==> src/rtl/slow_clk_pkg.sv <==
// slow_clk_pkg: shared types and defaults for the slow-clock receiver.
//   state_t      : debounce FSM states
//   *_DEF        : default parameter values
//   state_level(): debounced level implied by an FSM state
package slow_clk_pkg;

   typedef enum logic [1:0] {
      LOW      = 2'd0,
      CHK_HIGH = 2'd1,
      HIGH     = 2'd2,
      CHK_LOW  = 2'd3
   } state_t;

   localparam int SYNC_STAGES_DEF = 2;
   localparam int DEB_CYCLES_DEF  = 16;
   localparam int PER_W_DEF       = 24;

   // Level is high once a rise has been accepted and stays high while a fall is being checked
   function automatic logic state_level(input state_t s);
      logic lvl;
      case (s)
         HIGH, CHK_LOW: lvl = 1'b1;
         LOW, CHK_HIGH: lvl = 1'b0;
         default:       lvl = 1'b0;
      endcase
      return lvl;
   endfunction

endpackage

==> src/rtl/slow_clock_receiver_sync_chain.sv <==
// sync_chain: STAGES-deep flop chain bringing an asynchronous bit into clk.
//   clk   : destination clock
//   reset : synchronous active-high reset, clears every stage
//   d     : asynchronous input
//   q     : synchronised output (last stage)
module sync_chain
   import slow_clk_pkg::*;
#(
   parameter int STAGES = SYNC_STAGES_DEF
) (
   input  logic clk,
   input  logic reset,
   input  logic d,
   output logic q
);

   logic [STAGES-1:0] stages;

   // Shift the asynchronous bit through the chain; stage 0 is the only one that may go metastable
   always_ff @(posedge clk) begin
      if (reset) begin
         stages <= '0;
      end else begin
         stages <= {stages[STAGES-2:0], d};
      end
   end

   assign q = stages[STAGES-1];

endmodule

==> src/rtl/slow_clock_receiver.sv <==
// slow_clock_receiver: synchronises and debounces a slow asynchronous input,
// emits single-cycle rise/fall strobes and measures the rise-to-rise period.
//   osc_clk      : system clock
//   reset        : synchronous active-high reset
//   async_in     : asynchronous slow input
//   level        : debounced level
//   rise / fall  : one-cycle strobes on accepted edges
//   period       : osc_clk cycles between the last two accepted rises (saturating)
//   period_valid : one-cycle strobe when period updates (coincident with rise)
module slow_clock_receiver
   import slow_clk_pkg::*;
#(
   parameter int SYNC_STAGES = SYNC_STAGES_DEF,
   parameter int DEB_CYCLES  = DEB_CYCLES_DEF,
   parameter int PER_W       = PER_W_DEF
) (
   input  logic             osc_clk,
   input  logic             reset,
   input  logic             async_in,
   output logic             level,
   output logic             rise,
   output logic             fall,
   output logic [PER_W-1:0] period,
   output logic             period_valid
);

   localparam int DEB_W = (DEB_CYCLES > 2) ? $clog2(DEB_CYCLES) : 1;
   localparam logic [DEB_W-1:0] DEB_LAST = DEB_W'(DEB_CYCLES - 1);
   localparam logic [PER_W-1:0] PER_MAX  = '1;
   localparam logic [PER_W-1:0] PER_ONE  = PER_W'(1);

   logic             sync_q;
   state_t           state;
   logic [DEB_W-1:0] deb_cnt;
   logic [PER_W-1:0] per_cnt;
   logic             seen_rise;

   sync_chain #(.STAGES(SYNC_STAGES)) u_sync (
      .clk   (osc_clk),
      .reset (reset),
      .d     (async_in),
      .q     (sync_q)
   );

   // Debounce FSM, edge strobes and period measurement, all registered together
   always_ff @(posedge osc_clk) begin
      if (reset) begin
         state        <= LOW;
         deb_cnt      <= '0;
         level        <= 1'b0;
         rise         <= 1'b0;
         fall         <= 1'b0;
         period       <= '0;
         period_valid <= 1'b0;
         per_cnt      <= '0;
         seen_rise    <= 1'b0;
      end else begin
         rise         <= 1'b0;
         fall         <= 1'b0;
         period_valid <= 1'b0;
         // Free-running count; the rise branch below overrides it with a restart
         if (per_cnt != PER_MAX) begin
            per_cnt <= per_cnt + PER_ONE;
         end else begin
            per_cnt <= per_cnt;
         end

         case (state)
            LOW: begin
               if (sync_q) begin
                  state   <= CHK_HIGH;
                  deb_cnt <= DEB_W'(1);
               end else begin
                  state   <= LOW;
               end
            end
            CHK_HIGH: begin
               if (!sync_q) begin
                  state <= LOW;
               end else if (deb_cnt == DEB_LAST) begin
                  state     <= HIGH;
                  rise      <= 1'b1;
                  per_cnt   <= PER_ONE;
                  seen_rise <= 1'b1;
                  // The count may already be saturated; report it as-is
                  if (seen_rise) begin
                     period       <= per_cnt;
                     period_valid <= 1'b1;
                  end else begin
                     period       <= period;
                  end
               end else begin
                  deb_cnt <= deb_cnt + DEB_W'(1);
               end
            end
            HIGH: begin
               if (!sync_q) begin
                  state   <= CHK_LOW;
                  deb_cnt <= DEB_W'(1);
               end else begin
                  state   <= HIGH;
               end
            end
            CHK_LOW: begin
               if (sync_q) begin
                  state <= HIGH;
               end else if (deb_cnt == DEB_LAST) begin
                  state <= LOW;
                  fall  <= 1'b1;
               end else begin
                  deb_cnt <= deb_cnt + DEB_W'(1);
               end
            end
            default: begin
               state   <= LOW;
               deb_cnt <= '0;
            end
         endcase

         // Only completion transitions change the level; glitch returns keep it
         if (state == CHK_HIGH && sync_q && deb_cnt == DEB_LAST) begin
            level <= 1'b1;
         end else if (state == CHK_LOW && !sync_q && deb_cnt == DEB_LAST) begin
            level <= 1'b0;
         end else begin
            level <= state_level(state);
         end
      end
   end

endmodule
==> config.mk <==
export PLATFORM = sky130hd
export DESIGN_NAME = slow_clock_receiver
export DESIGN_NICKNAME = d
export VERILOG_FILES = /design/src/rtl/slow_clk_pkg.sv /design/src/rtl/slow_clock_receiver_sync_chain.sv /design/src/rtl/slow_clock_receiver.sv
export SDC_FILE = /design/constraint.sdc
export NUM_CORES = 1
export LEC_CHECK = 0
export BUFFER_PORTS_ARGS = -buffer_cell sky130_fd_sc_hd__buf_2
export CAP_MARGIN = 5
export CELL_PAD_IN_SITES_DETAIL_PLACEMENT = 0
export CELL_PAD_IN_SITES_GLOBAL_PLACEMENT = 1
export CORE_MARGIN = 4
export CORE_UTILIZATION = 46
export DETAILED_ROUTE_END_ITERATION = 6
export PLACE_DENSITY = 0.94
export SYNTH_ARGS = -nofsm -noshare
export SYNTH_HDL_FRONTEND = slang
export SYNTH_SLANG_ARGS = --single-unit
==> constraint.sdc <==
create_clock -name osc_clk -period 7.2 [get_ports osc_clk]
set_clock_uncertainty 0.2 [all_clocks]
set_input_delay 0 -clock osc_clk [delete_from_list [all_inputs] [get_ports osc_clk]]
set_output_delay 0 -clock osc_clk [all_outputs]
set_load 0.05 [all_outputs]
==> flow_summary.ini <==
[status]
status = completed

[synth]
ys_seq_elements = 61
syn-num-nets = 302
synth.yosys.seq_area_share = 0.494
synth.area.mux_share = 0.0162
synth-compound-area-share = 0.116
synthTopCellsByArea = dfxtp_1, nand2_1, a21oi_1
synth_warnings = 0
yosys.area_share.simple = 0.269
synthAdderAreaFrac = 0.0101
synthCells = 297
synth.top_cell.area_share = 0.494
synth_xor_xnor_area_share = 0.0637
synth_top_area_cell = dfxtp_1
syn_area_mm2 = 0.00247
syn_area_per_cell_um2 = 8.33
ys_types = 35
synth_top_family_by_area = simple AND/OR/NAND/NOR gates

[floorplanning]
io-pin-count = 31
start_util = 0.478
rows = 26
chipWidth_um = 81.3
dieArea_mm2 = 0.00661
core_region_area_mm2 = 0.00517
dieHeight_um = 81.3

[global_route]
grt_max_degree = 40
gr-usage-met3 = 0.0421
grt_pass1_wl_mm = 8.71
grt_use_total = 0.171
grt_use_met2 = 0.271
antenna_found_initial = 0
grt_pass1_vias = 1961
overflow = 0
met1_usage = 0.213
top_usage_layer = met2

[worst_setup_path]
r2r-end = per_cnt[21]
crit_top_cell = or4_1
slowest_delay_ns = 0.64
crit_required_ns = 7.26
arrival_ns = 2.61
path_class = reg -> reg
reg2reg_setup_slack_ns = 4.65
reg2reg_depth = 5
cp-start-kind = flip-flop
cp_cell_sequence = nand3_1, or4_1, or3_1, or4_1, a21oi_1
critPathSlowestCell = or4_1
end_kind = flip-flop
worst_r2r_startpoint = per_cnt[7]
cp_max_fo = 7

[cts]
cts-htree-levels = 3
cts_inserted_buffers = 9
clk_pin_slew_worst_paths_ns = 0.08
clk_latency_ns = 0.34
cts.sinks = 61
clk_path_buf_depth = 2
cts_tree = done
root_buffer = clkbuf_8
post-cts-setup-buffers = 0

[timing]
tns_ns = 0
fmax_mhz = 393
drv_slew = 0
finalHoldViolCount = 0
setup_violations = 0
layout_setup_ws_ns = 4.65
rsz0062_at_grt = false
relSlewSlack = 0.265
tightest_slew_ns = 1.09
post-route-min-period_ns = 2.55
final.period_utilization = 0.354

[hold_path]
min_to = u_sync.stages[1]
hold_path_startpoint = u_sync.stages[0]
whs_path_depth = 1
hold_class = reg -> reg

[route]
viasPerCell = 5.19
vias = 2070
drtAntennaViolNets = 0
drc_errors = 0
wire_per_inst_um = 12.6
drt_iter0_drc = 94
firstDrtPassIters = 4
routed_wirelength_mm = 5.01

[power_and_ir_drop]
p_leak_uw = 0.00105
peakVddDrop_mv = 0.123
p_switching_uw = 147
p_seq_frac = 0.500
p_clk_frac = 0.478
switching_share = 0.215
comb_power_share = 0.022
powerDensity_mw_per_mm2 = 237
internal-power_uw = 538

[place]
portBuffers = 30
place_congestion = 0.798
hpwl_mm = 3.30
place_ws_ns = 4.66

[cells_and_area]
drive_above_1_share = 0.161
antenna_cells = 0
layout.nets = 329
syn2layout_area_growth_pct = 16.8

[job]
drv_cap = 0
[cells by family (layout without fill, tap and decap cells)]
logic type | Yosys count | after routing
simple gates | 143 | 143
flops | 61 | 61
compound gates | 49 | 49
buf+inv | 20 | 52
xor+xnor | 18 | 18
mux | 4 | 4
fa+ha+maj | 2 | 2
[metrics by stage]
stage	std cells	instance area (um^2)	hold slack (ns)	util	total power [uW]
final	399	2890	0.248	0.559	686
after global routing	399	2890	0.263	0.559	709
after CTS	399	2890	0.248	0.559	693
after detailed placement	380	2650	0.0201	0.511	364
after global placement	380	2650	0.0215	0.511	364
after floorplan	297	2470	-0.0718	-	361
[per-layer routing]
metal / vias to the layer above / routed length [um]
met3: 10 / 241
met2: 45 / 2310
met5: - / 0
li1: 1074 / -
met1: 941 / 2360
met4: 0 / 106
[worst max-delay path by stage]
stage / from / endpoint / cells after the start
2_1_floorplan: per_cnt[10] / per_cnt[21] / 7
3_3_place_gp: per_cnt[7] / per_cnt[21] / 5
3_5_place_dp: per_cnt[7] / per_cnt[23] / 5
4_1_cts: per_cnt[7] / per_cnt[23] / 5
5_1_grt: per_cnt[0] / per_cnt[19] / 6
6_report: per_cnt[7] / per_cnt[21] / 5
[synthesized netlist by cell type]
library cell,count
a21oi_1,32
nand3_1,6
a211oi_1,2
nand2_1,64
nand2b_1,2
inv_1,3
and4_1,1
or2_2,4
nor3_1,5
clkbuf_1,15
o41a_2,1
dfxtp_1,61
nor2b_1,3
xnor2_1,15
a31oi_1,5
xor2_1,3
mux2i_1,4
and4bb_2,1
buf_2,2
and2_1,2
nor2_1,30
a41oi_1,1
nand4_1,11
nand3_2,1
a311oi_1,1
o31ai_1,2
nor4b_1,1
nor4_1,4
and3_1,2
or4_1,3
or3_1,3
a2111o_1,1
ha_1,2
o21bai_1,2
o21ai_0,2
[placed cells by master, fill, tap and decap left out, drive strengths merged, types with 4 or more instances in the layout]
master  instances
nand2          64
dfxtp          61
a21oi          32
nor2           30
buf            30
xnor2          15
nand4          11
clkbuf          9
nand3           7
a31oi           5
nor3            5
mux2i           4
or2             4
nor4            4
[state kept, by name (all words and copies together), names as in the netlist, named ones only]
signal	cells
seen_rise	1
per_cnt	24
period	24
state	1
fall	1
level	1
deb_cnt	4
period_valid	1
rise	1
u_sync.stages	2
[layout make-up]
cell class | instances | area [um^2]
Timing Repair Buffer | 33 | 180
Clock inverter | 7 | 90.1
Clock buffer | 9 | 124
Inverter | 3 | 11.3
Tap cell | 70 | 87.6
Sequential cell | 61 | 1220
Multi-Input combinational cell | 216 | 1170
Fill cell | 482 | 2280
[power by group through the flow]
stage / Combinational [uW] / Sequential, uW / Clock, uW
after floorplan: 11.2 / 350 / 0
after global placement: 13.5 / 350 / 0
after detailed placement: 13.6 / 350 / 0
after CTS: 15.2 / 343 / 336
after global routing: 17.1 / 343 / 349
final: 15.0 / 343 / 328
[critical path, delay by kind of cell, from the launching register on]
kind | cells | cell delay, ns
and+or+nand+nor | 4 | 1.68
DFF | 1 | 0.46
AOI/OAI and AO/OA | 1 | 0.15
[timing repair]
| item | in CTS | in global routing |
|---|---|---|
| endpoints found under the hold margin | 7 | 0 |
| hold buffers | 3 | 0 |
| gates resized for setup | 0 | 0 |
(Power assumes the default switching activity.)
